[src/rtl/ssd_frame_capture_pkg.sv]
// Shared seven-segment constants, digit positions and capture FSM types for
// the display-side frame capture block.
package ssd_frame_capture_pkg;

    // Active-low cathode patterns, bit0 = segment a .. bit6 = segment g.
    localparam logic [6:0] SEG_0     = 7'h40;
    localparam logic [6:0] SEG_1     = 7'h79;
    localparam logic [6:0] SEG_2     = 7'h24;
    localparam logic [6:0] SEG_3     = 7'h30;
    localparam logic [6:0] SEG_4     = 7'h19;
    localparam logic [6:0] SEG_5     = 7'h12;
    localparam logic [6:0] SEG_6     = 7'h02;
    localparam logic [6:0] SEG_7     = 7'h78;
    localparam logic [6:0] SEG_8     = 7'h00;
    localparam logic [6:0] SEG_9     = 7'h10;
    localparam logic [6:0] SEG_BLANK = 7'h7F;

    localparam int NUM_DIGITS     = 6;
    localparam int DIG_RIGHT_SEC  = 0;
    localparam int DIG_LEFT_SEC   = 1;
    localparam int DIG_RIGHT_MIN  = 2;
    localparam int DIG_LEFT_MIN   = 3;
    localparam int DIG_RIGHT_HOUR = 4;
    localparam int DIG_LEFT_HOUR  = 5;

    typedef enum logic [1:0] {
        ST_WAIT,
        ST_SETTLE,
        ST_SAMPLE,
        ST_HOLD
    } cap_state_e;

    typedef enum logic [1:0] {
        AN_BLANK,
        AN_SINGLE,
        AN_COLLISION
    } anode_class_e;

    function automatic anode_class_e classify_anode(input logic [7:0] anode);
        logic [7:0] lit;
        lit = ~anode;
        if (lit == 8'h00) return AN_BLANK;
        if ((lit & (lit - 8'd1)) != 8'h00) return AN_COLLISION;
        return AN_SINGLE;
    endfunction

    function automatic logic [2:0] anode_index(input logic [7:0] anode);
        logic [2:0] idx;
        idx = 3'd0;
        for (int i = 0; i < 8; i++) begin
            if (!anode[i]) idx = 3'(i);
        end
        return idx;
    endfunction

endpackage

[src/rtl/ssd_frame_capture_pattern_decode.sv]
// Cathode pattern to BCD nibble; the inverse of the clock's segment encoder.
module ssd_pattern_decode
    import ssd_frame_capture_pkg::*;
(
    input  logic [6:0] seg_i,
    output logic       valid_o,
    output logic [3:0] nibble_o
);

    // NOTE: every output gets a default before the case so no latch is inferred.
    always_comb begin
        valid_o  = 1'b1;
        nibble_o = 4'd0;
        case (seg_i)
            SEG_0:   nibble_o = 4'd0;
            SEG_1:   nibble_o = 4'd1;
            SEG_2:   nibble_o = 4'd2;
            SEG_3:   nibble_o = 4'd3;
            SEG_4:   nibble_o = 4'd4;
            SEG_5:   nibble_o = 4'd5;
            SEG_6:   nibble_o = 4'd6;
            SEG_7:   nibble_o = 4'd7;
            SEG_8:   nibble_o = 4'd8;
            SEG_9:   nibble_o = 4'd9;
            default: valid_o  = 1'b0;
        endcase
    end

endmodule

[src/rtl/ssd_frame_capture.sv]
// Samples a multiplexed seven-segment scan, decodes each settled digit and
// reassembles the BCD time word once every digit of a frame has been seen.
module ssd_frame_capture
    import ssd_frame_capture_pkg::*;
#(
    parameter int unsigned SETTLE_CYCLES  = 16,
    parameter logic [7:0]  DIGIT_MASK     = 8'h3F,
    parameter int unsigned TIMEOUT_CYCLES = 1048576
) (
    input  logic        clk,
    input  logic        rst,
    input  logic [7:0]  anode_in,
    input  logic [7:0]  cathode_in,
    output logic [23:0] time_out,
    output logic        frame_valid,
    output logic        time_changed,
    output logic        decode_error,
    output logic        stale
);

    localparam int               STALE_W     = $clog2(TIMEOUT_CYCLES + 1);
    localparam logic [STALE_W-1:0] STALE_LIMIT = STALE_W'(TIMEOUT_CYCLES);
    localparam logic [STALE_W-1:0] STALE_ONE   = STALE_W'(1);
    localparam logic [7:0]       SETTLE_LIMIT = 8'(SETTLE_CYCLES);
    // Only six slots exist in the time word; higher anode positions never commit.
    localparam logic [7:0]       SLOT_MASK   = DIGIT_MASK & 8'((1 << NUM_DIGITS) - 1);

    logic [7:0] an_s1_q, an_s2_q;
    logic [6:0] ca_s1_q, ca_s2_q;
    logic       dp_unused;

    cap_state_e         state_q, state_d;
    logic [7:0]         cnt_q, cnt_d;
    logic [7:0]         an_ref_q, an_ref_d;
    logic [6:0]         ca_ref_q, ca_ref_d;
    logic [23:0]        slots_q, slots_d;
    logic [7:0]         mask_q, mask_d;
    logic               bad_q, bad_d;
    logic [23:0]        time_q, time_d;
    logic               fv_q, fv_d;
    logic               tc_q, tc_d;
    logic               err_q, err_d;
    logic               seen_q, seen_d;
    logic [STALE_W-1:0] stale_cnt_q, stale_cnt_d;

    anode_class_e s2_class, ref_class;
    logic [2:0]   ref_idx;
    logic         seg_valid;
    logic [3:0]   seg_nibble;

    assign dp_unused = cathode_in[7];

    // NOTE: both sync stages reset to all-ones so reset reads as a blank display.
    always_ff @(posedge clk or negedge rst) begin
        if (!rst) begin
            an_s1_q <= 8'hFF;
            an_s2_q <= 8'hFF;
            ca_s1_q <= 7'h7F;
            ca_s2_q <= 7'h7F;
        end else begin
            an_s1_q <= anode_in;
            an_s2_q <= an_s1_q;
            ca_s1_q <= cathode_in[6:0];
            ca_s2_q <= ca_s1_q;
        end
    end

    assign s2_class  = classify_anode(an_s2_q);
    assign ref_class = classify_anode(an_ref_q);
    assign ref_idx   = anode_index(an_ref_q);

    ssd_pattern_decode u_decode (
        .seg_i    (ca_ref_q),
        .valid_o  (seg_valid),
        .nibble_o (seg_nibble)
    );

    always_comb begin
        state_d     = state_q;
        cnt_d       = cnt_q;
        an_ref_d    = an_ref_q;
        ca_ref_d    = ca_ref_q;
        slots_d     = slots_q;
        mask_d      = mask_q;
        bad_d       = bad_q;
        time_d      = time_q;
        fv_d        = 1'b0;
        tc_d        = 1'b0;
        err_d       = err_q;
        seen_d      = seen_q;
        stale_cnt_d = (stale_cnt_q == STALE_LIMIT) ? stale_cnt_q : stale_cnt_q + STALE_ONE;

        case (state_q)
            ST_WAIT: begin
                if (s2_class != AN_BLANK) begin
                    an_ref_d = an_s2_q;
                    ca_ref_d = ca_s2_q;
                    cnt_d    = 8'd1;
                    state_d  = ST_SETTLE;
                end
            end
            ST_SETTLE: begin
                if (an_s2_q != an_ref_q || ca_s2_q != ca_ref_q) begin
                    an_ref_d = an_s2_q;
                    ca_ref_d = ca_s2_q;
                    cnt_d    = 8'd1;
                    if (s2_class == AN_BLANK) state_d = ST_WAIT;
                end else if (cnt_q >= SETTLE_LIMIT) begin
                    state_d = ST_SAMPLE;
                end else begin
                    cnt_d = cnt_q + 8'd1;
                end
            end
            ST_SAMPLE: begin
                state_d = ST_HOLD;
                if (ref_class == AN_COLLISION) begin
                    err_d = 1'b1;
                end else if (ref_class == AN_SINGLE && SLOT_MASK[ref_idx]) begin
                    // An undecodable digit still fills its mask bit so the bad
                    // frame completes and is dropped as a whole.
                    mask_d[ref_idx] = 1'b1;
                    if (seg_valid) begin
                        for (int i = 0; i < NUM_DIGITS; i++) begin
                            if (ref_idx == 3'(i)) slots_d[4*i +: 4] = seg_nibble;
                        end
                    end else begin
                        err_d = 1'b1;
                        bad_d = 1'b1;
                    end
                end
            end
            ST_HOLD: begin
                if (an_s2_q != an_ref_q) begin
                    an_ref_d = an_s2_q;
                    ca_ref_d = ca_s2_q;
                    cnt_d    = 8'd1;
                    state_d  = (s2_class == AN_BLANK) ? ST_WAIT : ST_SETTLE;
                end
            end
            default: state_d = ST_WAIT;
        endcase

        // Commit never coincides with SAMPLE: the last digit's sample is followed by HOLD.
        if (SLOT_MASK != 8'h00 && mask_q == SLOT_MASK) begin
            mask_d = 8'h00;
            bad_d  = 1'b0;
            if (!bad_q) begin
                time_d      = slots_q;
                fv_d        = 1'b1;
                tc_d        = (slots_q != time_q);
                err_d       = 1'b0;
                seen_d      = 1'b1;
                stale_cnt_d = '0;
            end
        end
    end

    always_ff @(posedge clk or negedge rst) begin
        if (!rst) begin
            state_q     <= ST_WAIT;
            cnt_q       <= 8'd0;
            an_ref_q    <= 8'hFF;
            ca_ref_q    <= 7'h7F;
            slots_q     <= 24'h0;
            mask_q      <= 8'h00;
            bad_q       <= 1'b0;
            time_q      <= 24'h0;
            fv_q        <= 1'b0;
            tc_q        <= 1'b0;
            err_q       <= 1'b0;
            seen_q      <= 1'b0;
            stale_cnt_q <= '0;
        end else begin
            state_q     <= state_d;
            cnt_q       <= cnt_d;
            an_ref_q    <= an_ref_d;
            ca_ref_q    <= ca_ref_d;
            slots_q     <= slots_d;
            mask_q      <= mask_d;
            bad_q       <= bad_d;
            time_q      <= time_d;
            fv_q        <= fv_d;
            tc_q        <= tc_d;
            err_q       <= err_d;
            seen_q      <= seen_d;
            stale_cnt_q <= stale_cnt_d;
        end
    end

    assign time_out     = time_q;
    assign frame_valid  = fv_q;
    assign time_changed = tc_q;
    assign decode_error = err_q;
    assign stale        = ~seen_q | (stale_cnt_q == STALE_LIMIT);

endmodule
[config.mk]
export PLATFORM = sky130hd
export DESIGN_NAME = ssd_frame_capture
export DESIGN_NICKNAME = d
export VERILOG_FILES = /design/src/rtl/ssd_frame_capture_pkg.sv /design/src/rtl/ssd_frame_capture_pattern_decode.sv /design/src/rtl/ssd_frame_capture.sv
export SDC_FILE = /design/constraint.sdc
export NUM_CORES = 1
export LEC_CHECK = 0
export CAP_MARGIN = 25
export CORE_UTILIZATION = 58
export DETAILED_ROUTE_END_ITERATION = 6
export HOLD_SLACK_MARGIN = 0.1
export PLACE_DENSITY_LB_ADDON = 0.1
export SETUP_SLACK_MARGIN = 0.1
export SYNTH_ARGS = -nofsm -noshare
export SYNTH_HDL_FRONTEND = slang
export SYNTH_SLANG_ARGS = --single-unit
[constraint.sdc]
create_clock -name clk -period 3.26 [get_ports clk]
set_input_delay 0.815 -clock clk [delete_from_list [all_inputs] [get_ports clk]]
set_output_delay 0.815 -clock clk [all_outputs]
set_load 0.1 [all_outputs]
==> run metrics, run 1 <==
Clock Tree Buf Depth=2; Finished Cell Area=7260 um2; HPWL after detailed placement=~7.6 mm; Slew Limit Fails=0; DRT iter0 DRCs=between 100 and 150; placed inst area=around 6700 um2; RSZ-0062 raised after global routing=false; CP max FO=6; GR Overflow Total=0; Area contributors post-synth=dfrtp_1, dfstp_2, mux2_2; Max stage delay on crit path=around 440 ps; Slew @ Worst Pin=just over 800 ps; netlist area before placement=between 6000 and 7000 um2; FP Rows=37; CP bufs+invs=2; via/cell ratio=between 5 and 6; hold-fix buffers at CTS=0; CTS H-tree depth=4; top-count cell post-synth=dfrtp_1; post-CTS setup buffers=0; Initial Utilization=roughly three fifths; fraction of layout cells with a size suffix above 1=32.3%; post-place setup slack=723 ps; Worst IR Drop VDD=between 0.5 and 0.6 mV; wire length per cell=16.1 um; FFs w/ async S/R, synth=between 90% and 100%; TritonCTS clock tree=built; top cells by count, synth=dfrtp_1, mux2_2, dfstp_2; CP Capture Type=output port; antenna-violating nets left=0; Yosys top cell area share=37.5%; max cap viols=0; Critical Path RT=2440 ps; CTS clock-pin slew for the worst setup and hold paths=around 60 ps; nets=581; DRT Pass-1 Iters=4; Syn-to-layout area delta=18.2%; Util after Layout=70.6%; CTS buffer count=17; hold crit path type=primary input to asynchronous set/reset pin; reg2reg start=ca_ref_q[1]; type of origin of the critical path=flip-flop; Yosys warnings=0; M1 GR Usage=around 30%; met2 Usage GRT=between 30 and 40%; via count=roughly 4000; core area=slightly above 10000 um2; GP Congestion=~0.86; Yosys cell types=55; gr busiest metal=met2; minimum clock period=~3000 ps; achievable frequency=between 0.3 and 0.4 GHz; initial antenna violation count=0; syn_nets=roughly 530; Ports=46; Tot GR Track Use=between 20% and 30%; Mapped Avg Cell Area=approximately 12 um2; Setup CP Type=flip-flop to output port; slack of the critical path=~220 ps; Critical Path Start=stale_cnt_q[0]; post-synthesis sequential area ratio=~57%; Power per Cell Area=625 nW/um2; fin crit share=about 93%; Routed WL=~11 mm; Gate Count Post-Synth=about 500; Worst path top cell family by delay=simple AND/OR/NAND/NOR gates; post-CTS resize count=0; met3 usage=7.30%; clk sinks=~140; EDFF count, synth=0; die area=11000 um2; DR DRC count=0; area leader, netlist=dfrtp_1; Total Power=between 4 and 5 mW; Relative slew margins=a little under half; largest net degree at the start of global routing=between 40 and 50; # setup viols final=0; Die Ht=105 um; Worst-Skew Late Latency=~530 ps; Data arrival, critical path=approximately 2200 ps; status=completed; Seq cells post-synth=between 100 and 150; number of I/O port buffers=44; Critical-path top delay cell=dfrtp_1; critical path, cell by cell=inv_1, ha_1, nor4b_1, nand3_1, nand2_1, buf_4; Root Driver=clkbuf_8; Hold Vio Cnt, Final=0; TNS Setup=0 ps; most used flip-flop cell after synthesis=dfrtp_1; Die Wd=~100 um; Worst Clk Skew=around 6.6 ps; global-route wire length before repair=just under 20 mm; Leak=around 3.4 nW; # diodes=0; vias in the first global route=~4000
cell families (layout without fill, tap and decap cells):
logic type	after synthesis	in the layout	synth area share, %
flops	137	137	56.8
xor+xnor	59	59	8.42
mux	67	67	12.5
fa+ha+maj	10	10	2.00
buf+inv	34	100	2.28
compound gates	52	52	5.62
simple gates	142	142	12.5
flip-flops by register name (all words and copies together) (netlist names), 8 cells and up, named ones only:
| signal | cells |
|---|---|
| an_s1_q | 8 |
| time_out | 24 |
| an_s2_q | 8 |
| slots_q | 24 |
| stale_cnt_q | 21 |
| mask_q | 8 |
| an_ref_q | 8 |
| cnt_q | 8 |
path summary, 6_finish.rpt:
kind / depth (start not counted) / slack [ps] / end
worst max-delay path: 6 / 220 / stale
worst min-delay path: 1 / 310 / mask_q[4]
worst max register to register: 6 / 700 / slots_q[11]
worst min register to register: 0 / 350 / ca_s2_q[3]
max in group asynchronous: 2 / 2210 / an_s2_q[4]
min in group clk: 0 / 350 / ca_s2_q[3]
worst reg2reg max path, stage by stage (launching register included):
cell	delay, ps
dfstp_2	600
or3b_1	420
nor4_1	200
a31oi_1	100
o221a_4	320
nor3_2	430
mux2_2	390
metrics by stage:
step	hold slack [ps]	instances
2_1_floorplan	345	501
3_3_place_gp	345	671
3_5_place_dp	347	671
4_1_cts	304	703
5_1_grt	324	703
6_report	307	703
where the power goes:
group          switching, mW  internal, mW
registers              0.188          1.87
clock network          0.732          1.15
logic                  0.310         0.285
layer usage:
layer | part of all wire, % | vias to the layer above
li1 | - | 1870
met1 | 46 | 1940
met2 | 50 | 71
met3 | 3.0 | 9
met4 | 1.3 | 0
met5 | 0 | -
placed cells by master (no fill, tap or decap), types with 2 or more instances in the layout:
cell type,n
a211oi_1,3
a21oi_1,14
a31oi_1,8
and3_1,10
and4_1,5
buf_4,33
clkbuf_16,19
clkdlybuf4s50_1,15
clkinv_2,4
clkinv_4,2
dfrtp_1,92
dfstp_2,45
ha_1,9
inv_1,19
inv_4,3
inv_6,2
mux2_2,60
mux2_4,4
mux2i_1,3
nand2_1,19
nand3_1,16
nand3b_1,2
nand4_1,13
nor2_1,41
nor3_1,5
nor3_2,3
nor4_1,10
nor4b_1,3
o211ai_1,2
o21a_1,6
o21ai_0,6
o21ai_1,2
o31a_1,2
or3_1,2
xnor2_1,29
xor2_1,30
layout make-up:
type / count / area, um2
Clock inverter: 12 / 104
Sequential cell: 137 / 3480
Fill cell: 738 / 3020
Multi-Input combinational cell: 330 / 2520
Clock buffer: 20 / 489
Tap cell: 136 / 170
Timing Repair Buffer: 49 / 418
Inverter: 19 / 71.3
(Power assumes the default switching activity.)
==> inputs of run 2 (changes only) <==
--- a/config.mk
+++ b/config.mk
@@ -7,7 +7,10 @@
 export LEC_CHECK = 0
 export CAP_MARGIN = 25
 export CORE_UTILIZATION = 58
+export CTS_CLUSTER_SIZE = 16
 export DETAILED_ROUTE_END_ITERATION = 6
+export GPL_ROUTABILITY_DRIVEN = 0
+export GPL_TIMING_DRIVEN = 1
 export HOLD_SLACK_MARGIN = 0.1
 export PLACE_DENSITY_LB_ADDON = 0.1
 export SETUP_SLACK_MARGIN = 0.1
==> results of run 2 <==
The final DEF is identical to that of run 1; final timing and power are the same.
==> inputs of run 3 (changes only) <==
--- a/config.mk
+++ b/config.mk
@@ -6,10 +6,11 @@
 export NUM_CORES = 1
 export LEC_CHECK = 0
 export CAP_MARGIN = 25
-export CORE_UTILIZATION = 58
+export CORE_ASPECT_RATIO = 0.75
+export CORE_UTILIZATION = 61
+export CTS_BUF_LIST = sky130_fd_sc_hd__clkbuf_4
 export CTS_CLUSTER_SIZE = 16
 export DETAILED_ROUTE_END_ITERATION = 6
-export GPL_ROUTABILITY_DRIVEN = 0
 export GPL_TIMING_DRIVEN = 1
 export HOLD_SLACK_MARGIN = 0.1
 export PLACE_DENSITY_LB_ADDON = 0.1
==> run metrics, run 3 (synthesized netlist as in run 1, its figures left out) <==
# setup viols final=0; Relative slew margins=roughly two fifths; TNS Setup=0 ps; Critical Path RT=around 2400 ps; DRT Pass-1 Iters=4; sw frac=between 20% and 30%; most common cell after layout, fill and taps aside=dfrtp_1; Gate power share=between 15 and 20%; WL met2=5.01 mm; Leak=roughly 3.3 nW; via count=slightly below 4000; Switch Pwr=1.06 mW; Worst-Skew Late Latency=between 500 and 600 ps; wire length on met1=between 5 and 6 mm; antenna-violating nets left=0; Critical-path top delay cell=dfrtp_1; fin crit share=89.0%; number of I/O port buffers=44; initial antenna violation count=0; nets=between 500 and 600; internal power=about 2.6 mW; CP max FO=5; Hold Vio Cnt, Final=0; RSZ-0062 raised after global routing=false; status=completed; type of origin of the critical path=flip-flop; wire length per cell=about 15 um; Root Driver=clkbuf_4; global-route wire length before repair=about 18 mm; die area=between 10000 and 15000 um2; Data arrival, critical path=about 2100 ps; Finished Cell Area=between 6000 and 7000 um2; top routing layer in use=met4; Worst IR Drop VDD=0.341 mV; fraction of layout cells with a size suffix above 1=32.0%; placed inst area=6670 um2; HPWL after detailed placement=7.59 mm; # diodes=0; Initial Utilization=between 60% and 70%; vias in the first global route=3818; largest net degree at the start of global routing=63; via/cell ratio=about 5.6; Clock Tree Buf Depth=2; sequential group share of total power=between 50 and 60%; max cap viols=0; CTS buffer count=17; core area=approximately 9700 um2; TritonCTS clock tree=built; Syn-to-layout area delta=13.2%; achievable frequency=roughly 0.34 GHz; met3 wire length=around 350 um; critical path, cell by cell=inv_1, ha_1, nor4b_1, nand3_1, nand2_1, buf_4; Die Wd=118 um; Routed WL=between 10 and 15 mm; clock power share=~28%; GR Overflow Total=0; Slew Limit Fails=0; Util after Layout=71.4%; FP Rows=31; Setup CP Type=flip-flop to output port; hold crit path type=primary input to asynchronous set/reset pin; Die Ht=88.9 um; DRT iter0 DRCs=~240; clk sinks=around 140; Tot GR Track Use=approximately 23%; minimum clock period=roughly 2900 ps; GP Congestion=0.837; DR DRC count=0; CTS H-tree depth=4; CP Capture Type=output port; Max stage delay on crit path=440 ps; Ports=46; Worst Clk Skew=~17 ps; Slew @ Worst Pin=about 880 ps; Power per Cell Area=between 500 and 600 nW/um2; CTS clock-pin slew for the worst setup and hold paths=~110 ps; commonest cells after routing, fill and taps aside=dfrtp_1, mux2_2, dfstp_2
==> run 3: cell types whose count changed in the layout (fill, tap and decap cells not counted), moves of 2 or more <==
cell,change
clkinv_4,-2
clkbuf_16,-19
clkbuf_4,+22
clkinvlp_4,+2
inv_6,-2
inv_4,-3
clkinv_1,+2
==> run 3: metal layers <==
metal | vias up | track usage, %
li1 | 1872 | -
met1 | 1943 | 32.2
met2 | 65 | 34.9
met3 | 5 | 5.61
met4 | 0 | 7.11
met5 | - | 0
==> run 3: worst max-delay path, delay by kind of cell, from the launching register on <==
family,cells,cell delay (ps)
adders and majority gates,1,140
buffers and inverters,2,380
DFF,1,440
and+or+nand+nor,3,610
==> run 3: area by class of cell <==
| type | count | area (um2) |
|---|---|---|
| flip-flops and latches | 137 | 3480 |
| fillers | 705 | 2790 |
| multi-input cells | 330 | 2520 |
| repair buffers | 50 | 438 |
| clock buffers | 22 | 165 |
| well taps | 132 | 165 |
| clock inverters | 10 | 103 |
| inverters | 19 | 71.3 |
==> run 3: final timing paths <==
| check | start | to | slack, ps | cells past startpoint |
|---|---|---|---|---|
| max | stale_cnt_q[0] | stale | 360 | 6 |
| min | rst | mask_q[4] | 320 | 1 |
| max reg2reg | ca_ref_q[1] | slots_q[10] | 690 | 6 |
| min reg2reg | ca_s1_q[1] | ca_s2_q[1] | 360 | 0 |
| max in group asynchronous | rst | slots_q[1] | 2130 | 2 |
| min in group clk | ca_s1_q[1] | ca_s2_q[1] | 360 | 0 |
==> run 3: metrics by stage <==
stage                     worst slack, ps  cells  power (mW)  hold WS, ps
after CTS                             193    698        3.74          298
after floorplan                       740    501        2.51          345
after global routing                  197    700        3.92          306
after detailed placement              715    666        2.68          347
after global placement                756    666        2.65          345
final                                 358    700        3.71          324
==> run 3: repair_timing <==
item,in CTS,in global routing
setup buffers,0,2
gates resized for setup,0,0
endpoints found under the setup margin,0,1
endpoints found under the hold margin,0,0
hold buffers,0,0
==> run 3: power groups by stage <==
stage,logic (mW),registers (mW),clock network [mW]
final,0.599,2.06,1.05
after global routing,0.669,2.09,1.17
after CTS,0.602,2.06,1.09
after detailed placement,0.597,2.08,0
after global placement,0.573,2.07,0
after floorplan,0.548,1.97,0
